### src/rtl/operand_fetch_if.sv
// Operand-fetch bus bundle: upstream instruction handshake, regfile read and
// writeback taps, and the downstream operand handshake.
// The master modport is the environment around the stage; the slave modport
// is the operand_fetch stage itself.
interface operand_fetch_if #(
   parameter int TAG_W = 32
);
   // Pipeline control
   logic             Flush;

   // Upstream instruction handshake
   logic             InValid;
   logic             InReady;
   logic [4:0]       InRs;
   logic [4:0]       InRt;
   logic [TAG_W-1:0] InTag;

   // Register file read port
   logic [4:0]       ReadRegister1;
   logic [4:0]       ReadRegister2;
   logic [31:0]      ReadData1;
   logic [31:0]      ReadData2;

   // Writeback tap (same signals that write the register file)
   logic             WbRegWrite;
   logic [4:0]       WbRegister;
   logic [31:0]      WbData;

   // Downstream operand handshake
   logic             OutValid;
   logic             OutReady;
   logic [31:0]      OutA;
   logic [31:0]      OutB;
   logic [4:0]       OutRs;
   logic [4:0]       OutRt;
   logic [TAG_W-1:0] OutTag;

   modport master (
      output Flush,
      output InValid, InRs, InRt, InTag,
      input  InReady,
      input  ReadRegister1, ReadRegister2,
      output ReadData1, ReadData2,
      output WbRegWrite, WbRegister, WbData,
      input  OutValid, OutA, OutB, OutRs, OutRt, OutTag,
      output OutReady
   );

   modport slave (
      input  Flush,
      input  InValid, InRs, InRt, InTag,
      output InReady,
      output ReadRegister1, ReadRegister2,
      input  ReadData1, ReadData2,
      input  WbRegWrite, WbRegister, WbData,
      output OutValid, OutA, OutB, OutRs, OutRt, OutTag,
      input  OutReady
   );
endinterface

### src/rtl/operand_fetch.sv
// operand_fetch: decode-to-execute operand stage behind the MIPS register file.
// Drives the regfile read addresses straight from the incoming instruction,
// captures the read data with a same-cycle writeback bypass, and presents the
// operands through a 2-entry skid buffer (main entry drives Out*, skid entry
// holds a second instruction while downstream stalls).
// Optional feature: define OPERAND_FETCH_SNOOP_EN to let every writeback also
// refresh operands that are already held in the main or skid entry.
module operand_fetch #(
   parameter int TAG_W = 32
) (
   input  logic          Clk,
   input  logic          Reset_n,
   operand_fetch_if.slave ofBus
);

   typedef enum logic [1:0] {
      EMPTY = 2'd0,
      ONE   = 2'd1,
      TWO   = 2'd2
   } state_t;

   state_t            stateReg;

   // Main entry (presented on Out*) and skid entry, lane 0 = A/Rs, lane 1 = B/Rt
   logic [1:0][31:0]  mainOpReg;
   logic [1:0][4:0]   mainSrcReg;
   logic [TAG_W-1:0]  mainTagReg;
   logic [1:0][31:0]  skidOpReg;
   logic [1:0][4:0]   skidSrcReg;
   logic [TAG_W-1:0]  skidTagReg;

   // Per-lane views of the incoming instruction and held operands
   logic [1:0][4:0]   srcAddr;
   logic [1:0][31:0]  readData;
   logic [1:0][31:0]  captureOp;
   logic [1:0][31:0]  mainOpHeld;
   logic [1:0][31:0]  skidOpHeld;

   logic              wbActive;
   logic              inReady;
   logic              outValid;
   logic              accept;
   logic              fire;

   // Handshake flags come from the registered state only, so InReady never
   // depends combinationally on OutReady.
   assign inReady  = (stateReg != TWO);
   assign outValid = (stateReg != EMPTY);
   assign accept   = ofBus.InValid && inReady;
   assign fire     = outValid && ofBus.OutReady;

   // A write to register 0 is discarded by the regfile, so it never bypasses.
   assign wbActive = ofBus.WbRegWrite && (ofBus.WbRegister != 5'd0);

   assign srcAddr[0]  = ofBus.InRs;
   assign srcAddr[1]  = ofBus.InRt;
   assign readData[0] = ofBus.ReadData1;
   assign readData[1] = ofBus.ReadData2;

   // The regfile read ports are asynchronous, so addresses go straight through.
   assign ofBus.ReadRegister1 = ofBus.InRs;
   assign ofBus.ReadRegister2 = ofBus.InRt;

   genvar gi;
   generate
      for (gi = 0; gi < 2; gi++) begin : gLane
         // The regfile only shows a write after the edge, so a write landing
         // in the same cycle as the read must be forwarded here.
         assign captureOp[gi] = (wbActive && (ofBus.WbRegister == srcAddr[gi]))
                                ? ofBus.WbData : readData[gi];
`ifdef OPERAND_FETCH_SNOOP_EN
         // Held operands follow later writes to their source register, so an
         // entry stalled behind a writeback never goes stale.
         assign mainOpHeld[gi] = (wbActive && (ofBus.WbRegister == mainSrcReg[gi]))
                                 ? ofBus.WbData : mainOpReg[gi];
         assign skidOpHeld[gi] = (wbActive && (ofBus.WbRegister == skidSrcReg[gi]))
                                 ? ofBus.WbData : skidOpReg[gi];
`else
         // Held operands keep the value captured at accept time.
         assign mainOpHeld[gi] = mainOpReg[gi];
         assign skidOpHeld[gi] = skidOpReg[gi];
`endif
      end
   endgenerate

   // Skid-buffer FSM: moves entries between input, skid and main in FIFO order.
   always_ff @(posedge Clk or negedge Reset_n) begin
      if (!Reset_n) begin
         stateReg   <= EMPTY;
         mainOpReg  <= '0;
         mainSrcReg <= '0;
         mainTagReg <= '0;
         skidOpReg  <= '0;
         skidSrcReg <= '0;
         skidTagReg <= '0;
      end else begin
         // Held operands refresh every cycle (a no-op unless snooping is on).
         mainOpReg <= mainOpHeld;
         skidOpReg <= skidOpHeld;

         if (ofBus.Flush) begin
            // Flush beats everything, including a same-cycle accept.
            stateReg <= EMPTY;
         end else begin
            case (stateReg)
               EMPTY: begin
                  if (accept) begin
                     mainOpReg  <= captureOp;
                     mainSrcReg <= srcAddr;
                     mainTagReg <= ofBus.InTag;
                     stateReg   <= ONE;
                  end
               end
               ONE: begin
                  if (accept && fire) begin
                     // Presented entry leaves, new one takes its place.
                     mainOpReg  <= captureOp;
                     mainSrcReg <= srcAddr;
                     mainTagReg <= ofBus.InTag;
                  end else if (accept) begin
                     // Downstream stalled: park the newcomer in the skid slot.
                     skidOpReg  <= captureOp;
                     skidSrcReg <= srcAddr;
                     skidTagReg <= ofBus.InTag;
                     stateReg   <= TWO;
                  end else if (fire) begin
                     stateReg   <= EMPTY;
                  end
               end
               TWO: begin
                  if (fire) begin
                     // Promote the older parked entry, with any snooped update.
                     mainOpReg  <= skidOpHeld;
                     mainSrcReg <= skidSrcReg;
                     mainTagReg <= skidTagReg;
                     stateReg   <= ONE;
                  end
               end
               default: begin
                  stateReg <= EMPTY;
               end
            endcase
         end
      end
   end

   assign ofBus.InReady  = inReady;
   assign ofBus.OutValid = outValid;
   assign ofBus.OutA     = mainOpReg[0];
   assign ofBus.OutB     = mainOpReg[1];
   assign ofBus.OutRs    = mainSrcReg[0];
   assign ofBus.OutRt    = mainSrcReg[1];
   assign ofBus.OutTag   = mainTagReg;

endmodule

### src/flat_wrapper.sv
// flat-port wrapper written by rule: the top's interface ports become plain ports
module operand_fetch_flat 
#(
   parameter int TAG_W = 32
)
  (Clk, Reset_n, ofBus_Flush, ofBus_InValid, ofBus_InRs, ofBus_InRt, ofBus_InTag, ofBus_InReady, ofBus_ReadRegister1, ofBus_ReadRegister2, ofBus_ReadData1, ofBus_ReadData2, ofBus_WbRegWrite, ofBus_WbRegister, ofBus_WbData, ofBus_OutValid, ofBus_OutA, ofBus_OutB, ofBus_OutRs, ofBus_OutRt, ofBus_OutTag, ofBus_OutReady);
  operand_fetch_if #(.TAG_W(TAG_W)) ofBus_i ();
  input  logic Clk;
  input  logic Reset_n;
  input wire logic [$bits(ofBus_i.Flush)-1:0] ofBus_Flush;
  input wire logic [$bits(ofBus_i.InValid)-1:0] ofBus_InValid;
  input wire logic [$bits(ofBus_i.InRs)-1:0] ofBus_InRs;
  input wire logic [$bits(ofBus_i.InRt)-1:0] ofBus_InRt;
  input wire logic [$bits(ofBus_i.InTag)-1:0] ofBus_InTag;
  output wire logic [$bits(ofBus_i.InReady)-1:0] ofBus_InReady;
  output wire logic [$bits(ofBus_i.ReadRegister1)-1:0] ofBus_ReadRegister1;
  output wire logic [$bits(ofBus_i.ReadRegister2)-1:0] ofBus_ReadRegister2;
  input wire logic [$bits(ofBus_i.ReadData1)-1:0] ofBus_ReadData1;
  input wire logic [$bits(ofBus_i.ReadData2)-1:0] ofBus_ReadData2;
  input wire logic [$bits(ofBus_i.WbRegWrite)-1:0] ofBus_WbRegWrite;
  input wire logic [$bits(ofBus_i.WbRegister)-1:0] ofBus_WbRegister;
  input wire logic [$bits(ofBus_i.WbData)-1:0] ofBus_WbData;
  output wire logic [$bits(ofBus_i.OutValid)-1:0] ofBus_OutValid;
  output wire logic [$bits(ofBus_i.OutA)-1:0] ofBus_OutA;
  output wire logic [$bits(ofBus_i.OutB)-1:0] ofBus_OutB;
  output wire logic [$bits(ofBus_i.OutRs)-1:0] ofBus_OutRs;
  output wire logic [$bits(ofBus_i.OutRt)-1:0] ofBus_OutRt;
  output wire logic [$bits(ofBus_i.OutTag)-1:0] ofBus_OutTag;
  input wire logic [$bits(ofBus_i.OutReady)-1:0] ofBus_OutReady;
  assign ofBus_i.Flush = ofBus_Flush;
  assign ofBus_i.InValid = ofBus_InValid;
  assign ofBus_i.InRs = ofBus_InRs;
  assign ofBus_i.InRt = ofBus_InRt;
  assign ofBus_i.InTag = ofBus_InTag;
  assign ofBus_InReady = ofBus_i.InReady;
  assign ofBus_ReadRegister1 = ofBus_i.ReadRegister1;
  assign ofBus_ReadRegister2 = ofBus_i.ReadRegister2;
  assign ofBus_i.ReadData1 = ofBus_ReadData1;
  assign ofBus_i.ReadData2 = ofBus_ReadData2;
  assign ofBus_i.WbRegWrite = ofBus_WbRegWrite;
  assign ofBus_i.WbRegister = ofBus_WbRegister;
  assign ofBus_i.WbData = ofBus_WbData;
  assign ofBus_OutValid = ofBus_i.OutValid;
  assign ofBus_OutA = ofBus_i.OutA;
  assign ofBus_OutB = ofBus_i.OutB;
  assign ofBus_OutRs = ofBus_i.OutRs;
  assign ofBus_OutRt = ofBus_i.OutRt;
  assign ofBus_OutTag = ofBus_i.OutTag;
  assign ofBus_i.OutReady = ofBus_OutReady;
  operand_fetch #(.TAG_W(TAG_W)) u_core (.Clk(Clk), .Reset_n(Reset_n), .ofBus(ofBus_i));
endmodule
### config.mk
export PLATFORM = sky130hd
export DESIGN_NAME = operand_fetch_flat
export DESIGN_NICKNAME = d
export VERILOG_FILES = /design/src/rtl/operand_fetch_if.sv /design/src/rtl/operand_fetch.sv /design/src/flat_wrapper.sv
export SDC_FILE = /design/constraint.sdc
export NUM_CORES = 1
export LEC_CHECK = 0
export CAP_MARGIN = 30
export CORE_MARGIN = 1
export CORE_UTILIZATION = 50
export CTS_CLUSTER_SIZE = 8
export DETAILED_ROUTE_END_ITERATION = 7
export GPL_TIMING_DRIVEN = 0
export PLACE_DENSITY = 0.82
export REMOVE_ABC_BUFFERS = 1
export SYNTH_ARGS = -nofsm -noshare
export SYNTH_HDL_FRONTEND = slang
export SYNTH_SLANG_ARGS = --single-unit
### constraint.sdc
create_clock -name Clk -period 2.7 [get_ports Clk]
set_clock_uncertainty 0.2 [all_clocks]
set_input_delay 0.54 -clock Clk [delete_from_list [all_inputs] [get_ports Clk]]
set_output_delay 0.54 -clock Clk [all_outputs]
set_load 0.05 [all_outputs]
==> results.py <==
metrics = {
    "status": {
        "run_status": "complete, no violations",
    },
    "worst_setup_path": {
        "crit_path_cell_trace": "clkdlybuf4s50_1 -> clkdlybuf4s50_1",
        "critical_path.most_common_cell": "sky130_fd_sc_hd__clkdlybuf4s50_1",
        "worst_setup_path_end_kind": "output port",
        "worst-setup-path-type": "in -> out",
        "worst_setup_path_start_kind": "primary input",
        "cp_data_required_time_ns": 1.96,
        "crit_path_leading_delay_family": "buffers and inverters",
        "crit_path_max_fanout": 4,
        "cp_slowest_stage_delay_ns": 0.83,
        "critical_path_arrival_ns": 1.94,
        "worst-path-buf-inv": 2,
        "crit_slowest_cell": "sky130_fd_sc_hd__clkdlybuf4s50_1",
    },
    "drt": {
        "route.detailed.drc": 0,
        "firstDrtPassIters": 6,
        "wl_per_cell_um": 20.7,
        "detail-route-antenna-nets": 0,
        "post_drt_via_cell_ratio": 5.99,
        "route.final.wire_length_um": 32700,
        "vias": 9466,
        "drt_iter0_drc": 654,
    },
    "logic_synthesis": {
        "mappedNetlistArea_um2": 10400,
        "share_of_async_settable_or_async_resettable_flops_after_synthesis_pct": 100,
        "synth.distinct_cells": 32,
        "ys.warnings.count": 0,
        "ys_seq_area_share_pct": 51.6,
        "postSynthRegisterBits": 214,
        "synthesized_instance_count": 1079,
        "dominantRegCellSynth": "sky130_fd_sc_hd__dfrtp_1",
        "average_instance_area_after_synthesis_um2": 9.61,
        "number_of_flops_mapped_to_enable_cells_by_yosys": 0,
    },
    "pwr": {
        "cellInternalPower_uw": 7260,
        "total_leakage_power_uw": 0.00670,
        "power.share.sequential_pct": 39.7,
        "p_sw_uw": 3770,
        "p_sw_share_pct": 34.2,
        "worst_supply_voltage_drop_on_vdd_v": 0.000561,
        "power.density_nw_per_um2": 767,
        "clock_power_share_pct": 29.9,
        "power_frac_comb_pct": 30.4,
    },
    "hold_path": {
        "hold_class": "reg -> reg",
    },
    "global_route": {
        "groute.usage.overall_pct": 30.4,
        "grt_antenna_before_repair": 0,
        "grt_start_max_net_pins": 111,
        "grt_first_pass_wirelength_um": 51700,
        "via_count_of_the_first_global_routing_pass": 9558,
        "grt.overflow.total": 0,
    },
    "timing": {
        "worst_hold_slack_ns": 0.278,
        "worst_slew_margin_rel_pct": 32.0,
        "final_max_slew_viol_count": 0,
        "fmax_mhz": 373,
        "finalSetupViolations": 0,
        "final.period_utilization_pct": 99.2,
        "timing_worst_slew_pin_value_ns": 1.02,
        "fin_crit_ns": 2.68,
        "number_of_endpoints_with_negative_hold_slack_in_the_final_report": 0,
    },
    "placed_design": {
        "portBuffers": 266,
        "placedInstanceArea_um2": 13400,
        "routability_congestion_estimate_from_global_placement": 0.765,
        "detailed_place_hpwl_um": 19200,
    },
    "final_layout": {
        "number_of_fill_cells_in_the_layout": 1499,
        "layout-drive-gt1-share_pct": 10.9,
        "layout.core_utilization_pct": 70.9,
        "diodes": 0,
        "layout.cells.most_common": "sky130_fd_sc_hd__clkdlybuf4s50_1",
        "top_library_cells_by_usage_in_the_layout_fill_and_taps_aside": "257 x sky130_fd_sc_hd__clkdlybuf4s50_1, 213 x sky130_fd_sc_hd__dfrtp_1, 148 x sky130_fd_sc_hd__nand2_1",
        "final_nets": 1459,
        "final_cell_area_um2": 14400,
        "area_delta_synth_final_pct": 38.7,
    },
    "flow_run": {
        "timing.max_cap.violations": 0,
    },
    "floorplanning": {
        "io-pin-count": 267,
        "chipHeight_um": 146,
        "dieWidth_um": 146,
        "floorplan.initialDensity_pct": 51.1,
        "core-area_um2": 20300,
        "die-area_um2": 21300,
        "core.rowCount": 52,
    },
    "clock_network": {
        "cts.sink_count": 214,
        "clk_pin_slew_worst_paths_ns": 0.05,
        "cts_inserted_buffers": 30,
        "clock_tree.buffer_depth": 3,
        "root_buffer": "sky130_fd_sc_hd__clkbuf_16",
        "clock_tree_from_tritoncts": "done",
        "worst_skew_pair.late_latency_ns": 0.53,
        "h-tree-depth": 1,
    },
}
-- power groups by stage --
stage	combinational, uW	sequential (uW)	clock (uW)
floorplan	974	5380	0
global placement	3240	4390	0
detailed placement	3300	4410	0
CTS	3360	4370	3340
global route	3560	4470	3470
finish	3360	4380	3300
-- flip-flops by register name, summed over array words and instances (netlist names) --
name                 cells
u_core.ofBus.OutTag     32
u_core.ofBus.OutB       32
u_core.skidOpHeld       64
u_core.ofBus.OutRs       5
u_core.skidTagReg       32
u_core.ofBus.OutRt       5
u_core.ofBus.OutA       32
u_core.skidSrcReg       10
u_core.stateReg          2
-- logic make-up (layout without fill, tap and decap cells) --
family	Yosys count	count (layout)	synth area share, %
AND/OR/NAND/NOR	281	282	11.1
AO/OA/AOI/OAI	368	370	21.4
XOR/XNOR	10	10	0.844
flip-flops	214	214	51.6
buffers and inverters	109	337	5.15
multiplexers	97	97	9.87
-- cell usage after synthesis, types with 10 or more instances --
cell type / n / area [um2]
sky130_fd_sc_hd__mux2i_1: 55 / 551
sky130_fd_sc_hd__a41o_1: 55 / 551
sky130_fd_sc_hd__a31oi_1: 42 / 263
sky130_fd_sc_hd__clkbuf_1: 61 / 229
sky130_fd_sc_hd__mux2_2: 42 / 473
sky130_fd_sc_hd__buf_4: 11 / 82.6
sky130_fd_sc_hd__a21oi_1: 132 / 661
sky130_fd_sc_hd__nor2_1: 111 / 417
sky130_fd_sc_hd__xor2_1: 10 / 87.6
sky130_fd_sc_hd__nand2_1: 148 / 556
sky130_fd_sc_hd__buf_2: 19 / 95.1
sky130_fd_sc_hd__o21ai_1: 56 / 280
sky130_fd_sc_hd__o21ai_0: 72 / 360
sky130_fd_sc_hd__dfrtp_1: 214 / 5360
-- per-layer routing --
layer  global-route usage [%]  part of all wire (%)  routed length, um  up-vias
met2                     50.2                    48              15800      471
met1                     38.3                    39              12700     4612
met4                     10.4                   2.9                938        0
met3                     8.75                    10               3290       76
li1                         -                     -                  -     4307
met5                        0                     0                  0        -
-- through the flow --
stage / worst slack [ns] / setup TNS [ns] / cells / power, uW
6_report: 0.0208 / 0 / 1580 / 11000
5_1_grt: -0.00119 / -0.00119 / 1580 / 11500
4_1_cts: 0.00370 / 0 / 1579 / 11100
3_5_place_dp: -1.26 / -145.71 / 1535 / 7720
3_3_place_gp: -14.96 / -4486.45 / 1507 / 7630
2_1_floorplan: -9.40 / -1584.17 / 971 / 6360
-- area by class of cell --
class	count	area [um2]	area share (%)
multi-input combinational	759	4620	32.1
inverter	1	30.0	0.209
sequential	214	5360	37.2
timing repair inverter	1	16.3	0.113
tap	270	338	2.35
clock buffer	32	790	5.49
timing repair buffer	303	3230	22.5
-- repair_timing --
item	CTS	global route
hold buffers	1	0
gates cloned	4	1
pin swaps	3	1
setup endpoints to repair	166	13
gates resized for setup	16	9
endpoints found under the hold margin	109	0
setup buffers	7	1
-- final timing paths --
check	from	to	slack, ns	cells after the start
max	ofBus_InRs[4]	ofBus_ReadRegister1[4]	0.02	2
min	u_core.ofBus.OutA[4]$_DFFE_PN0P_	u_core.ofBus.OutA[4]$_DFFE_PN0P_	0.28	2
max reg2reg	u_core.stateReg[0]$_DFFE_PN0P_	u_core.skidTagReg[15]$_DFFE_PN0P_	0.29	8
min reg2reg	u_core.ofBus.OutA[4]$_DFFE_PN0P_	u_core.ofBus.OutA[4]$_DFFE_PN0P_	0.28	2
max in group asynchronous	Reset_n	u_core.skidSrcReg[6]$_DFFE_PN0P_	0.82	3
min in group asynchronous	Reset_n	u_core.ofBus.OutTag[13]$_DFFE_PN0P_	0.47	2
Note: power is estimated with default switching activity, not from simulation.
